**config.mk**
```make
export PLATFORM = sky130hd
export DESIGN_NAME = multicycle_control
export DESIGN_NICKNAME = d
export VERILOG_FILES = /design/src/rtl/multicycle_control_pkg.sv /design/src/rtl/multicycle_control_alu_op_decoder.sv /design/src/rtl/multicycle_control.sv
export SDC_FILE = /design/constraint.sdc
export NUM_CORES = 1
export LEC_CHECK = 0
export ABC_AREA = 1
export CORE_UTILIZATION = 33
export CTS_CLUSTER_DIAMETER = 80
export DETAILED_ROUTE_END_ITERATION = 8
export PLACE_DENSITY = 0.78
export SETUP_SLACK_MARGIN = 0.02
export SLEW_MARGIN = 20
export SYNTH_ARGS = -nofsm -noshare
export SYNTH_HDL_FRONTEND = slang
export SYNTH_SLANG_ARGS = --single-unit
```
**constraint.sdc**
```tcl
create_clock -name iCLK -period 1.1 [get_ports iCLK]
set_input_delay 0.165 -clock iCLK [delete_from_list [all_inputs] [get_ports iCLK]]
set_output_delay 0.165 -clock iCLK [all_outputs]
set_load 0.01 [all_outputs]
```
**src/rtl/multicycle_control_pkg.sv**
```systemverilog
// Shared definitions for the multicycle RV32I-subset control unit.
// Holds the ALU operation codes, opcode/funct3 constants, state encodings
// and datapath mux-select encodings used by the controller and its decoder.
// No ports.
package multicycle_control_pkg;

    // ALU operation codes shared with the datapath ALU.
    localparam int unsigned ALU_W = 5;

    localparam logic [ALU_W-1:0] ALU_ADD = 5'd0;
    localparam logic [ALU_W-1:0] ALU_SUB = 5'd1;
    localparam logic [ALU_W-1:0] ALU_AND = 5'd2;
    localparam logic [ALU_W-1:0] ALU_OR  = 5'd3;
    localparam logic [ALU_W-1:0] ALU_SLT = 5'd4;

    // Major opcodes (IR[6:0]).
    localparam logic [6:0] OP_RTYPE  = 7'b0110011;
    localparam logic [6:0] OP_ITYPE  = 7'b0010011;
    localparam logic [6:0] OP_LOAD   = 7'b0000011;
    localparam logic [6:0] OP_STORE  = 7'b0100011;
    localparam logic [6:0] OP_BRANCH = 7'b1100011;
    localparam logic [6:0] OP_JAL    = 7'b1101111;

    // funct3 values (IR[14:12]).
    localparam logic [2:0] F3_ADD = 3'b000;
    localparam logic [2:0] F3_SLT = 3'b010;
    localparam logic [2:0] F3_OR  = 3'b110;
    localparam logic [2:0] F3_AND = 3'b111;
    localparam logic [2:0] F3_BEQ = 3'b000;
    localparam logic [2:0] F3_BNE = 3'b001;

    // ALU A input select.
    localparam logic [1:0] SRCA_PC    = 2'b00;
    localparam logic [1:0] SRCA_REGA  = 2'b01;
    localparam logic [1:0] SRCA_OLDPC = 2'b10;

    // ALU B input select.
    localparam logic [1:0] SRCB_REGB = 2'b00;
    localparam logic [1:0] SRCB_FOUR = 2'b01;
    localparam logic [1:0] SRCB_IMM  = 2'b10;

    // Register writeback select.
    localparam logic [1:0] MTR_ALUOUT = 2'b00;
    localparam logic [1:0] MTR_MDR    = 2'b01;
    localparam logic [1:0] MTR_PC     = 2'b10;

    // Controller states; encodings 11..15 are unused and recover to StFetch.
    typedef enum logic [3:0] {
        StFetch    = 4'd0,
        StDecode   = 4'd1,
        StExecR    = 4'd2,
        StExecI    = 4'd3,
        StAluWb    = 4'd4,
        StMemAddr  = 4'd5,
        StMemRead  = 4'd6,
        StMemWb    = 4'd7,
        StMemWrite = 4'd8,
        StBranch   = 4'd9,
        StJal      = 4'd10
    } state_e;

    // What the ALU op decoder should produce this cycle.
    typedef enum logic [1:0] {
        ClsR   = 2'd0,
        ClsI   = 2'd1,
        ClsAdd = 2'd2,
        ClsSub = 2'd3
    } alu_class_e;

endpackage

```
**src/rtl/multicycle_control_alu_op_decoder.sv**
```systemverilog
// Combinational ALU operation decoder.
// Ports:
//   alu_class_i  operation class: R-type, I-type, forced ADD, forced SUB
//   funct3_i     IR[14:12]
//   funct7b5_i   IR[30], selects SUB for R-type funct3 000
//   alu_op_o     shared ALU_* operation code
//   legal_o      low when the funct combination is unsupported for the class
module multicycle_control_alu_op_decoder
    import multicycle_control_pkg::*;
(
    input  alu_class_e       alu_class_i,
    input  logic [2:0]       funct3_i,
    input  logic             funct7b5_i,
    output logic [ALU_W-1:0] alu_op_o,
    output logic             legal_o
);

    always_comb begin
        alu_op_o = ALU_ADD;
        legal_o  = 1'b1;
        case (alu_class_i)
            ClsR: begin
                case (funct3_i)
                    F3_ADD:  alu_op_o = funct7b5_i ? ALU_SUB : ALU_ADD;
                    F3_AND:  alu_op_o = ALU_AND;
                    F3_OR:   alu_op_o = ALU_OR;
                    F3_SLT:  alu_op_o = ALU_SLT;
                    default: legal_o  = 1'b0;
                endcase
            end
            ClsI: begin
                // funct7b5 is part of the immediate here, so it is ignored.
                case (funct3_i)
                    F3_ADD:  alu_op_o = ALU_ADD;
                    F3_AND:  alu_op_o = ALU_AND;
                    F3_OR:   alu_op_o = ALU_OR;
                    F3_SLT:  alu_op_o = ALU_SLT;
                    default: legal_o  = 1'b0;
                endcase
            end
            ClsSub:  alu_op_o = ALU_SUB;
            default: alu_op_o = ALU_ADD;
        endcase
    end

endmodule

```
**src/rtl/multicycle_control.sv**
```systemverilog
// Multicycle RV32I-subset control unit (fetch/decode/execute/memory/writeback).
// Drives the ALU operation code and datapath mux selects and handshakes with a
// variable-latency memory through iMemReady.
// Ports:
//   iCLK, iRST              clock (rising edge), async active-high reset
//   iOpcode/iFunct3/iFunct7b5  instruction fields from IR
//   iZero                   ALU result is zero (branch condition)
//   iMemReady               memory transfer completes this cycle
//   oPCWrite, oIRWrite      PC / IR+oldPC load enables
//   oMemRead, oMemWrite     memory requests, oIorD address select
//   oRegWrite, oMemToReg    register writeback enable and source
//   oALUSrcA/B, oPCSource   datapath mux selects
//   oALUControl             ALU operation code
//   oIllegal                one-cycle pulse on an unsupported instruction
//   oState                  current state (debug)
module multicycle_control
    import multicycle_control_pkg::*;
#(
    parameter int unsigned ALUW = 5,
    parameter int unsigned STW  = 4
) (
    input  logic            iCLK,
    input  logic            iRST,
    input  logic [6:0]      iOpcode,
    input  logic [2:0]      iFunct3,
    input  logic            iFunct7b5,
    input  logic            iZero,
    input  logic            iMemReady,
    output logic            oPCWrite,
    output logic            oIRWrite,
    output logic            oMemRead,
    output logic            oMemWrite,
    output logic            oIorD,
    output logic            oRegWrite,
    output logic [1:0]      oMemToReg,
    output logic [1:0]      oALUSrcA,
    output logic [1:0]      oALUSrcB,
    output logic            oPCSource,
    output logic [ALUW-1:0] oALUControl,
    output logic            oIllegal,
    output logic [STW-1:0]  oState
);

    state_e           state_q, state_d;
    alu_class_e       alu_class;
    logic [ALU_W-1:0] alu_op;
    logic             alu_legal;

    logic       pc_write, ir_write, mem_read, mem_write, iord, reg_write, illegal, pc_source;
    logic [1:0] mem_to_reg, alu_src_a, alu_src_b;

    multicycle_control_alu_op_decoder u_alu_op_decoder (
        .alu_class_i (alu_class),
        .funct3_i    (iFunct3),
        .funct7b5_i  (iFunct7b5),
        .alu_op_o    (alu_op),
        .legal_o     (alu_legal)
    );

    always_ff @(posedge iCLK or posedge iRST) begin
        if (iRST) begin
            state_q <= StFetch;
        end else begin
            state_q <= state_d;
        end
    end

    // Next state and Moore outputs; only FETCH (iMemReady) and BRANCH (iZero)
    // gate enables with inputs, plus the illegal-instruction pulse.
    always_comb begin
        state_d    = StFetch;
        pc_write   = 1'b0;
        ir_write   = 1'b0;
        mem_read   = 1'b0;
        mem_write  = 1'b0;
        iord       = 1'b0;
        reg_write  = 1'b0;
        illegal    = 1'b0;
        pc_source  = 1'b0;
        mem_to_reg = MTR_ALUOUT;
        alu_src_a  = SRCA_PC;
        alu_src_b  = SRCB_REGB;
        alu_class  = ClsAdd;
        case (state_q)
            StFetch: begin
                mem_read  = 1'b1;
                alu_src_b = SRCB_FOUR;
                if (iMemReady) begin
                    ir_write = 1'b1;
                    pc_write = 1'b1;
                    state_d  = StDecode;
                end else begin
                    state_d  = StFetch;
                end
            end
            StDecode: begin
                // Branch/jump target is computed here and latched into ALUOut.
                alu_src_a = SRCA_OLDPC;
                alu_src_b = SRCB_IMM;
                case (iOpcode)
                    OP_RTYPE:          state_d = StExecR;
                    OP_ITYPE:          state_d = StExecI;
                    OP_LOAD, OP_STORE: state_d = StMemAddr;
                    OP_BRANCH:         state_d = StBranch;
                    OP_JAL:            state_d = StJal;
                    default:           illegal = 1'b1;
                endcase
            end
            StExecR: begin
                alu_src_a = SRCA_REGA;
                alu_src_b = SRCB_REGB;
                alu_class = ClsR;
                if (alu_legal) begin
                    state_d = StAluWb;
                end else begin
                    illegal = 1'b1;
                end
            end
            StExecI: begin
                alu_src_a = SRCA_REGA;
                alu_src_b = SRCB_IMM;
                alu_class = ClsI;
                if (alu_legal) begin
                    state_d = StAluWb;
                end else begin
                    illegal = 1'b1;
                end
            end
            StAluWb: begin
                reg_write  = 1'b1;
                mem_to_reg = MTR_ALUOUT;
            end
            StMemAddr: begin
                alu_src_a = SRCA_REGA;
                alu_src_b = SRCB_IMM;
                if (iOpcode == OP_LOAD) begin
                    state_d = StMemRead;
                end else if (iOpcode == OP_STORE) begin
                    state_d = StMemWrite;
                end
            end
            StMemRead: begin
                mem_read = 1'b1;
                iord     = 1'b1;
                state_d  = iMemReady ? StMemWb : StMemRead;
            end
            StMemWb: begin
                reg_write  = 1'b1;
                mem_to_reg = MTR_MDR;
            end
            StMemWrite: begin
                mem_write = 1'b1;
                iord      = 1'b1;
                state_d   = iMemReady ? StFetch : StMemWrite;
            end
            StBranch: begin
                alu_src_a = SRCA_REGA;
                alu_src_b = SRCB_REGB;
                alu_class = ClsSub;
                pc_source = 1'b1;
                case (iFunct3)
                    F3_BEQ:  pc_write = iZero;
                    F3_BNE:  pc_write = ~iZero;
                    default: illegal  = 1'b1;
                endcase
            end
            StJal: begin
                reg_write  = 1'b1;
                mem_to_reg = MTR_PC;
                pc_write   = 1'b1;
                pc_source  = 1'b1;
            end
            default: state_d = StFetch;
        endcase
    end

    // Reset forces every output to its idle value without waiting for a clock,
    // so no enable can pulse while reset is asserted.
    assign oPCWrite    = pc_write  & ~iRST;
    assign oIRWrite    = ir_write  & ~iRST;
    assign oMemRead    = mem_read  & ~iRST;
    assign oMemWrite   = mem_write & ~iRST;
    assign oRegWrite   = reg_write & ~iRST;
    assign oIllegal    = illegal   & ~iRST;
    assign oIorD       = iord      & ~iRST;
    assign oPCSource   = pc_source & ~iRST;
    assign oMemToReg   = iRST ? MTR_ALUOUT : mem_to_reg;
    assign oALUSrcA    = iRST ? SRCA_PC : alu_src_a;
    assign oALUSrcB    = iRST ? SRCB_REGB : alu_src_b;
    assign oALUControl = iRST ? ALUW'(ALU_ADD) : ALUW'(alu_op);
    assign oState      = STW'(state_q);

endmodule

```
==> impl_metrics.toml <==
[worst_setup_path]
reg2reg_from = "oState[2]"
ff2ff_setup_slack_ns = -0.43
setup.worst_path.start_class = "flip-flop"
reg2regPathDepth = 8
cp-end-kind = "output port"
criticalPathCategory = "reg2out"
cp.required_ns = 0.94
r2r-end = "oState[0]"
arrival_ns = 1.60
crit_fanout = 4
cp-endpoint = "oALUControl[0]"
cp-startpoint = "oState[3]"

[die]
dieArea_um2 = 2050
io_pins = 38
num_rows = 15
fp.dieH_um = 45.3
die_x_um = 45.3
initial_core_util_pct = 35.5
core-area_um2 = 1750

[layout]
drive_gt1_share_pct = 63.7
fin_cells = 218
antennaDiodeCount = 0
fillers = 102
largest_register_ff_count = 4
fin_nets = 210
syn_to_final_growth_pct = 145

[synth]
yosysUniqueCellTypes = 19
syn_area_per_cell_um2 = 5.53
ys_seq_elements = 4
yosys.area.top_type = "dfrtp_1"
syn-instance-count = 112
ys_warn_count = 0
ys_top_cells_by_area = "dfrtp_1, nand2_1, inv_1"
synthesis.area_um2 = 619
yosysTopAreaCellShare_pct = 16.2
yosysSeqAreaShare_pct = 16.2

[detailed_routing]
drt-total-wl_um = 3400
ant_nets = 0
wl_per_cell_um = 15.6
first_iter_violations = 19
vias = 1135
viasPerCell = 5.21
drc_errors = 0
drt_pass1_iterations = 4

[clock_tree]
cts_hold_buffers = 0
cts_tree = "yes"
clk_path_buf_depth = 2
cts_made_buffers = 3
clock_sinks = 4
clk_pin_slew_ns = 0.04
clock_latency_ns = 0.24
ctsHtreeMaxLevel = 1
clock-root-buffer = "clkbuf_4"

[timing]
finalSetupViolations = 24
layout_setup_ws_ns = -0.667
min_period_over_period_pct = 161
fmax_mhz = 566
layout_min_cycle_time_ns = 1.77
fin_skew_ns = 0.00892
rsz0062_at_grt = "true"
maxSlewViolCount = 0
hold_violations = 0

[grt]
grt_pass1_wl_um = 4260
grt_max_degree = 12
grtUsageTotal_pct = 28.9
antenna_found_initial = 0
grt_overflow = 0
grt_pass1_vias = 1027

[place]
port_buffers = 35
hpwl_um = 1730
gp_congestion = 0.836
dp_cells = 202

[pwr]
p_leak_nw = 0.766
sw_frac_of_total_pct = 35.8
pwr-share-comb_pct = 51.7
seqPwrFrac_pct = 22.7
power.switching_uw = 264
power_frac_clock_pct = 25.5
total_power_uw = 738
internal_power_uw = 474
vdd_drop_max_uv = 743
power_density_nw_per_um2 = 487

[run_status]
failed_checks = "setup timing"
outcome = "complete, but fails checks"

[hold_path]
hp-class = "in2async"

[flow_run]
drv_cap = 0
cell usage after synthesis, drive strengths merged:
cell    count
xor2        1
nand2      22
o211ai      2
dfrtp       4
buf         2
conb        1
nor3        3
nor2       24
nand3      10
clkbuf      1
nand4       4
inv        24
o21ai       4
a21oi      10
critical path: stages, from the launching register on:
cell	delay, ns
dfrtp_2	0.44
nor2_4	0.15
buf_6	0.13
buf_4	0.10
nand2_1	0.06
a21oi_2	0.14
nor2_2	0.07
nor2_2	0.13
buf_2	0.15
through the flow:
stage / hold WS [ns] / setup TNS [ns] / instance area, µm² / util [%] / worst slack [ns]
5_1_grt: 0.368 / -12.23 / 1520 / 86.8 / -0.793
3_5_place_dp: 0.579 / -11.86 / 1280 / 73.6 / -0.819
2_1_floorplan: -0.0357 / -0.955 / 682 / - / -0.142
4_1_cts: 0.332 / -9.00 / 1420 / 81.1 / -0.540
3_3_place_gp: 0.562 / -11.36 / 1280 / 73.6 / -0.818
6_report: 0.375 / -10.67 / 1520 / 86.8 / -0.667
worst min-delay path by stage:
stage / start / to / slack, ns / cells past startpoint
2_1_floorplan: iRST / oState[0] / -0.04 / 1
3_3_place_gp: iRST / oState[0] / 0.56 / 3
3_5_place_dp: iRST / oState[3] / 0.58 / 3
4_1_cts: iRST / oState[3] / 0.33 / 3
5_1_grt: iRST / oState[3] / 0.37 / 3
6_report: iRST / oState[2] / 0.37 / 3
cell families after synthesis:
logic type	synth area share, %
xor+xnor	1.41
compound gates	13.7
flops	16.2
other cells	0.605
simple gates	50.5
buf+inv	17.6
power by group through the flow:
stage                     clock network, mW  logic [mW]  registers (mW)
final                                 0.189       0.382           0.168
after global routing                  0.217       0.407           0.168
after CTS                             0.184       0.340           0.163
after detailed placement                  0       0.321           0.161
after global placement                    0       0.316           0.161
after floorplan                           0       0.131           0.164
repair_timing:
item,CTS,global route
setup endpoints to repair,25,25
setup buffers,11,7
pin swaps,9,13
gates resized for setup,99,41
metal layers:
metal / vias to the layer above / GRT usage [%] / wire length [µm]
met3: 16 / 5.20 / 177
li1: 517 / - / -
met4: 0 / 12.7 / 136
met5: - / 0 / 0
met1: 531 / 28.6 / 1280
met2: 71 / 57.1 / 1810
layout make-up:
type	instances	area (µm²)	share of cell area, %
clock buffer	3	22.5	1.49
timing repair buffer	80	674	44.5
inverter	24	100	6.61
sequential	4	105	6.94
tap	25	31.3	2.06
multi-input combinational	82	582	38.4
cell usage in the layout, fill, tap and decap left out:
| cell | instances |
|---|---|
| buf_4 | 33 |
| buf_6 | 17 |
| inv_1 | 15 |
| nand2_1 | 14 |
| clkdlybuf4s50_1 | 13 |
| buf_2 | 13 |
| nor2_4 | 10 |
| nor2_1 | 7 |
| nor2_2 | 7 |
| a21oi_2 | 7 |
| inv_2 | 6 |
| nand3_1 | 5 |
| nand3_2 | 5 |
| nand4_1 | 4 |
| nand2_2 | 4 |
| dfrtp_2 | 4 |
| nand2_4 | 3 |
| clkbuf_4 | 3 |
| inv_4 | 2 |
| o21ai_1 | 2 |
| o211ai_1 | 2 |
| nor3_2 | 2 |
| a21oi_1 | 2 |
| conb_1 | 2 |
| clkdlybuf4s15_2 | 2 |
| nand2_8 | 1 |
| inv_6 | 1 |
| o21ai_0 | 1 |
| a21oi_4 | 1 |
| nor3_1 | 1 |
| o21ai_2 | 1 |
| xor2_1 | 1 |
| dlymetal6s2s_1 | 1 |
| clkbuf_2 | 1 |
Power figures use the tool's default switching activity.
